File: src/rtl/bin2bcd_seq.sv
// Sequential double-dabble: 16-bit binary -> five BCD digits, one bit per clock.
// Latency: 16 clocks from the accepting start edge to digits/done; 17 clocks per conversion.
// Backpressure: none; start is ignored while busy, results hold until the next done.
// Optional leading-zero blank mask enabled by defining BIN2BCD_LZ_BLANK_EN.
module bin2bcd_seq (
  input  logic        clk,
  input  logic        rst,
  input  logic        start,
  input  logic [15:0] bin,
  output logic        busy,
  output logic        done,
  output logic [3:0]  bcd0,
  output logic [3:0]  bcd1,
  output logic [3:0]  bcd2,
  output logic [3:0]  bcd3,
  output logic [3:0]  bcd4,
  output logic [4:0]  blank
);

  typedef enum logic {IDLE, CONV} state_t;

  state_t      state_q;
  logic [15:0] shreg_q;
  logic [19:0] scratch_q;
  logic [3:0]  cnt_q;
  logic        busy_q;
  logic        done_q;
  logic [19:0] bcd_q;

  logic [19:0] scratch_adj_d;
  logic [35:0] shifted_d;
  logic [19:0] scratch_d;
  logic [15:0] shreg_d;

  // One double-dabble step: add 3 to every nibble >= 5 (no inter-nibble carry), then shift the
  // whole {scratch, shreg} pair left so the binary MSB enters the scratch LSB.
  always_comb begin
    scratch_adj_d = scratch_q;
    for (int i = 0; i < 5; i++) begin
      if (scratch_q[4*i +: 4] >= 4'd5) begin
        scratch_adj_d[4*i +: 4] = scratch_q[4*i +: 4] + 4'd3;
      end
    end
    shifted_d = {scratch_adj_d, shreg_q} << 1;
    scratch_d = shifted_d[35:16];
    shreg_d   = shifted_d[15:0];
  end

`ifdef BIN2BCD_LZ_BLANK_EN
  logic [4:0] blank_q;
  logic [4:0] blank_d;

  // Blank a digit when it and every more significant digit are zero; the units digit always shows.
  always_comb begin
    blank_d    = 5'b00000;
    blank_d[4] = (scratch_d[19:16] == 4'd0);
    blank_d[3] = blank_d[4] && (scratch_d[15:12] == 4'd0);
    blank_d[2] = blank_d[3] && (scratch_d[11:8] == 4'd0);
    blank_d[1] = blank_d[2] && (scratch_d[7:4] == 4'd0);
  end

  // Mask is registered with the digits so the display sees a consistent pair.
  always_ff @(posedge clk or posedge rst) begin
    if (rst) begin
      blank_q <= 5'b11110;
    end else if (state_q == CONV && cnt_q == 4'd15) begin
      blank_q <= blank_d;
    end
  end

  assign blank = blank_q;
`else
  assign blank = 5'b00000;
`endif

  // Control FSM plus datapath registers; all outputs are registered here.
  always_ff @(posedge clk or posedge rst) begin
    if (rst) begin
      state_q   <= IDLE;
      shreg_q   <= 16'd0;
      scratch_q <= 20'd0;
      cnt_q     <= 4'd0;
      busy_q    <= 1'b0;
      done_q    <= 1'b0;
      bcd_q     <= 20'd0;
    end else begin
      done_q <= 1'b0;
      case (state_q)
        IDLE: begin
          if (start) begin
            shreg_q   <= bin;
            scratch_q <= 20'd0;
            cnt_q     <= 4'd0;
            busy_q    <= 1'b1;
            state_q   <= CONV;
          end
        end
        CONV: begin
          scratch_q <= scratch_d;
          shreg_q   <= shreg_d;
          cnt_q     <= cnt_q + 4'd1;
          if (cnt_q == 4'd15) begin
            // Sixteenth bit shifted in: publish result and free the converter.
            bcd_q   <= scratch_d;
            done_q  <= 1'b1;
            busy_q  <= 1'b0;
            state_q <= IDLE;
          end
        end
        default: state_q <= IDLE;
      endcase
    end
  end

  assign busy = busy_q;
  assign done = done_q;
  assign bcd0 = bcd_q[3:0];
  assign bcd1 = bcd_q[7:4];
  assign bcd2 = bcd_q[11:8];
  assign bcd3 = bcd_q[15:12];
  assign bcd4 = bcd_q[19:16];

endmodule

File: config.mk
export PLATFORM = sky130hd
export DESIGN_NAME = bin2bcd_seq
export DESIGN_NICKNAME = d
export VERILOG_FILES = /design/src/rtl/bin2bcd_seq.sv
export SDC_FILE = /design/constraint.sdc
export NUM_CORES = 1
export LEC_CHECK = 0
export ABC_AREA = 1
export BUFFER_PORTS_ARGS = -buffer_cell sky130_fd_sc_hd__buf_2
export CELL_PAD_IN_SITES_DETAIL_PLACEMENT = 1
export CELL_PAD_IN_SITES_GLOBAL_PLACEMENT = 2
export CORE_MARGIN = 1.5
export CORE_UTILIZATION = 30
export CTS_CLUSTER_DIAMETER = 40
export DETAILED_ROUTE_END_ITERATION = 6
export MAX_ROUTING_LAYER = met4
export PLACE_DENSITY = 0.8
export SYNTH_ARGS = -nofsm -noshare
export SYNTH_HDL_FRONTEND = slang
export SYNTH_SLANG_ARGS = --single-unit
File: constraint.sdc
create_clock -name clk -period 2.3 [get_ports clk]
set_input_delay 0.69 -clock clk [delete_from_list [all_inputs] [get_ports clk]]
set_output_delay 0.69 -clock clk [all_outputs]
set_load 0.01 [all_outputs]
==> run summary <==
The run finished with clean final reports. The worst setup path is captured at an output port. The initial antenna violation count came out at 0. The maximum clock skew at final layout is 0.007071 ns. The async set or reset register ratio after synthesis is 100.0%. The quantity of I/O buffers inserted on ports is 40. The site row count is 36. The clock latency on the worst-skew pair is 0.35 ns.

The Yosys step of the flow raised 0 warnings. In this run, synthesis inferred 0 flip-flops with an integrated enable. The global-route wire length before repair came out at 12980 um. sky130_fd_sc_hd__nand2_1 is the most common cell in the netlist.

The initial utilization of the core area, before any placement, comes to 30.74%. The clock-pin slew on the worst setup and hold paths is 0.07 ns. The clock net in this run drives a total of 63 sinks. The required time reported for the critical path endpoint came out at 1.61 ns. The final instance area came out at 0.003541 sq mm. The power consumption came out at 4.959 mW. The total setup buffers inserted after CTS came out at 0.

The deepest level of the CTS H-tree is 3. The signal on the critical path passes through buf_2. Ranked by total cell area, the synthesized netlist is headed by sky130_fd_sc_hd__dfrtp_1 53%, sky130_fd_sc_hd__nand2_1 18%, sky130_fd_sc_hd__nand3_1 8.5%, sky130_fd_sc_hd__ha_1 4.6%, sky130_fd_sc_hd__inv_1 2.9%. The number of top-level design ports is 46.

The CTS tree is built. The area inside the core boundary came out at 0.009729 sq mm. The share of layout cells above drive strength 1 is 16.63%.

The floorplan step defined a die boundary enclosing 0.01058 sq mm. The placed instance area is 0.003342 sq mm. The total negative setup slack is 0 ns.

The wire length per cell after detailed routing is 13.55 um. The critical path in this run is classified as reg -> out. IR analysis of the VDD net gives a maximum drop of 0.4466 mV. The leakage component of the power is 1.855 nW.

The die is 102.8 um tall. The number of antenna diodes in the final layout is 0. The synthesis-to-layout area growth is 18.41%. In this run, post-CTS hold repair placed 0 buffers. The maximum number of buffers from clock root to sink came out at 2. The via count of the first global-routing pass is 2711. The critical path data arrival time is 0.90 ns. The largest single stage delay on the critical path is 0.41 ns. Grouping stages by cell kind, the critical path spends the most delay in flip-flops. The final count of negative-setup-slack endpoints came out at 0. The number of endpoints with negative hold slack in the final report is 0.

The tool flagged a number of max-cap violations equal to 0. The highest fanout seen on the critical path is 2. The final RePlAce weighted congestion is 0.7452.

Counting I/O delays and the setup requirement, the final critical path takes 1.595 ns. For this block, the routed nets add up to 7346 um of wire. The top cell type by area accounts for 52.72% of the synthesized area. The final-layout worst hold slack came out at 0.3584 ns. The tightest min-delay check is of the in -> async type. For this run, the leading register cell type out of synthesis is sky130_fd_sc_hd__dfrtp_1.

Post-CTS repair changed the size of 0 cells. The worst setup slack before clock tree synthesis came out at 0.7209 ns. The number of detailed-route iterations in the first pass is 4. The synthesis-stage register bit count is 63. The die width came out at 102.8 um. In this run the clock root is driven by a sky130_fd_sc_hd__clkbuf_8. The mean area per synthesized cell came out at 8.330 sq um. The gate count after technology mapping is 359.

The post-layout worst setup margin came out at 0.7053 ns. In the global route stage, overall resource usage came out at 16.39%. The finished layout holds 542 standard cells, fillers aside. The power per standard cell area came out at 1400 mW/mm^2.

The type of element launching the critical path is a register. The routed layout has 2546 vias. The commonest cells after synthesis are 140 x sky130_fd_sc_hd__nand2_1, 63 x sky130_fd_sc_hd__dfrtp_1, 51 x sky130_fd_sc_hd__nand3_1. The standard cell with the maximum stage delay on the critical path is sky130_fd_sc_hd__dfrtp_1. The unique cell type count in the Yosys netlist came out at 23. Summed over all instances, the cell type with the most area after synthesis is sky130_fd_sc_hd__dfrtp_1. The placed instance count came out at 526. The final cell utilization of the core came out at 36.39%. The antenna violation net count after detailed routing is 0. The leftover overflow at the end of global routing came out at 0.

The highest clock rate is 627.1 MHz. The max-slew violation count is 0. In the finished design, the share of the clock period the worst path needs comes to 69.33%. Together, buffers and inverters on the worst path number 1. Entering global routing, the biggest net connects 28 pins.

The detail-routed via count per cell is 4.697. The sequential fraction of the synthesis area is 52.72%. The remaining design rule violation count is 0. The mapped netlist covers 0.002990 sq mm. The number of CTS-inserted buffers is 9.

Summed over all nets, the half-perimeter wirelength after detailed placement is 5282 um. Setup repair after global routing left no endpoint under its margin. The final-stage net count came out at 434. The detailed router's first-iteration violation count came out at 83.
==> power by group <==
group          internal, mW  switching [mW]  leakage, nW
combinational         0.741            1.33        0.968
clock                 0.506           0.467       0.0927
sequential             1.58           0.331        0.794
total                  2.83            2.13         1.85
==> layer usage <==
layer  vias to the layer above  track usage, %  part of all wire, %
li1                       1255               -                    -
met1                      1238           19.53                   47
met2                        47           27.66                   48
met3                         6           4.881                  4.0
met4                         0           3.430                 0.83
met5                         -               -                    0
==> placed cells by master, fill, tap and decap left out, types with 6 or more instances in the layout <==
cell	count
sky130_fd_sc_hd__ha_1	11
sky130_fd_sc_hd__buf_2	40
sky130_fd_sc_hd__o21ai_0	16
sky130_fd_sc_hd__nand2_1	140
sky130_fd_sc_hd__o22ai_1	6
sky130_fd_sc_hd__clkbuf_8	9
sky130_fd_sc_hd__nand4_1	11
sky130_fd_sc_hd__inv_1	22
sky130_fd_sc_hd__nor2_1	8
sky130_fd_sc_hd__nand3_1	51
sky130_fd_sc_hd__dfrtp_1	63
==> cell families (layout without fill, tap and decap cells) <==
family                   count (synthesis)  count (layout)  share of synthesized area [%]
adder cells (fa/ha/maj)                 11              11                          4.602
buffers and inverters                   43              89                          6.820
flip-flops                              63              63                          52.72
AO/OA/AOI/OAI                           29              29                          5.523
AND/OR/NAND/NOR                        212             212                          30.21
other                                    1               5                         0.1254
==> flip-flops by register name (all words and copies together) (netlist names) <==
| register | cells |
|---|---|
| bcd_q | 20 |
| busy | 1 |
| cnt_q | 4 |
| done | 1 |
| scratch_q | 20 |
| shreg_q | 16 |
| state_q | 1 |
==> layout make-up <==
class,count,area [sq um]
well taps,133,166.4
repair buffers,46,270.3
fillers,1225,6188
flip-flops and latches,63,1577
clock buffers,10,127.6
multi-input cells,257,1225
inverters,27,103.9
clock inverters,6,71.32
==> path summary, 6_finish.rpt <==
kind | from | to | slack [ns] | cells after the start
setup / recovery | bcd_q[19] | bcd4[3] | 0.71 | 1
hold / removal | rst | scratch_q[3] | 0.36 | 2
setup reg to reg | cnt_q[0] | bcd_q[18] | 0.76 | 7
hold reg to reg | bcd_q[12] | bcd_q[12] | 0.48 | 2
max in group asynchronous | rst | bcd_q[13] | 1.43 | 3
min in group clk | bcd_q[12] | bcd_q[12] | 0.48 | 2
Power figures use the tool's default switching activity.
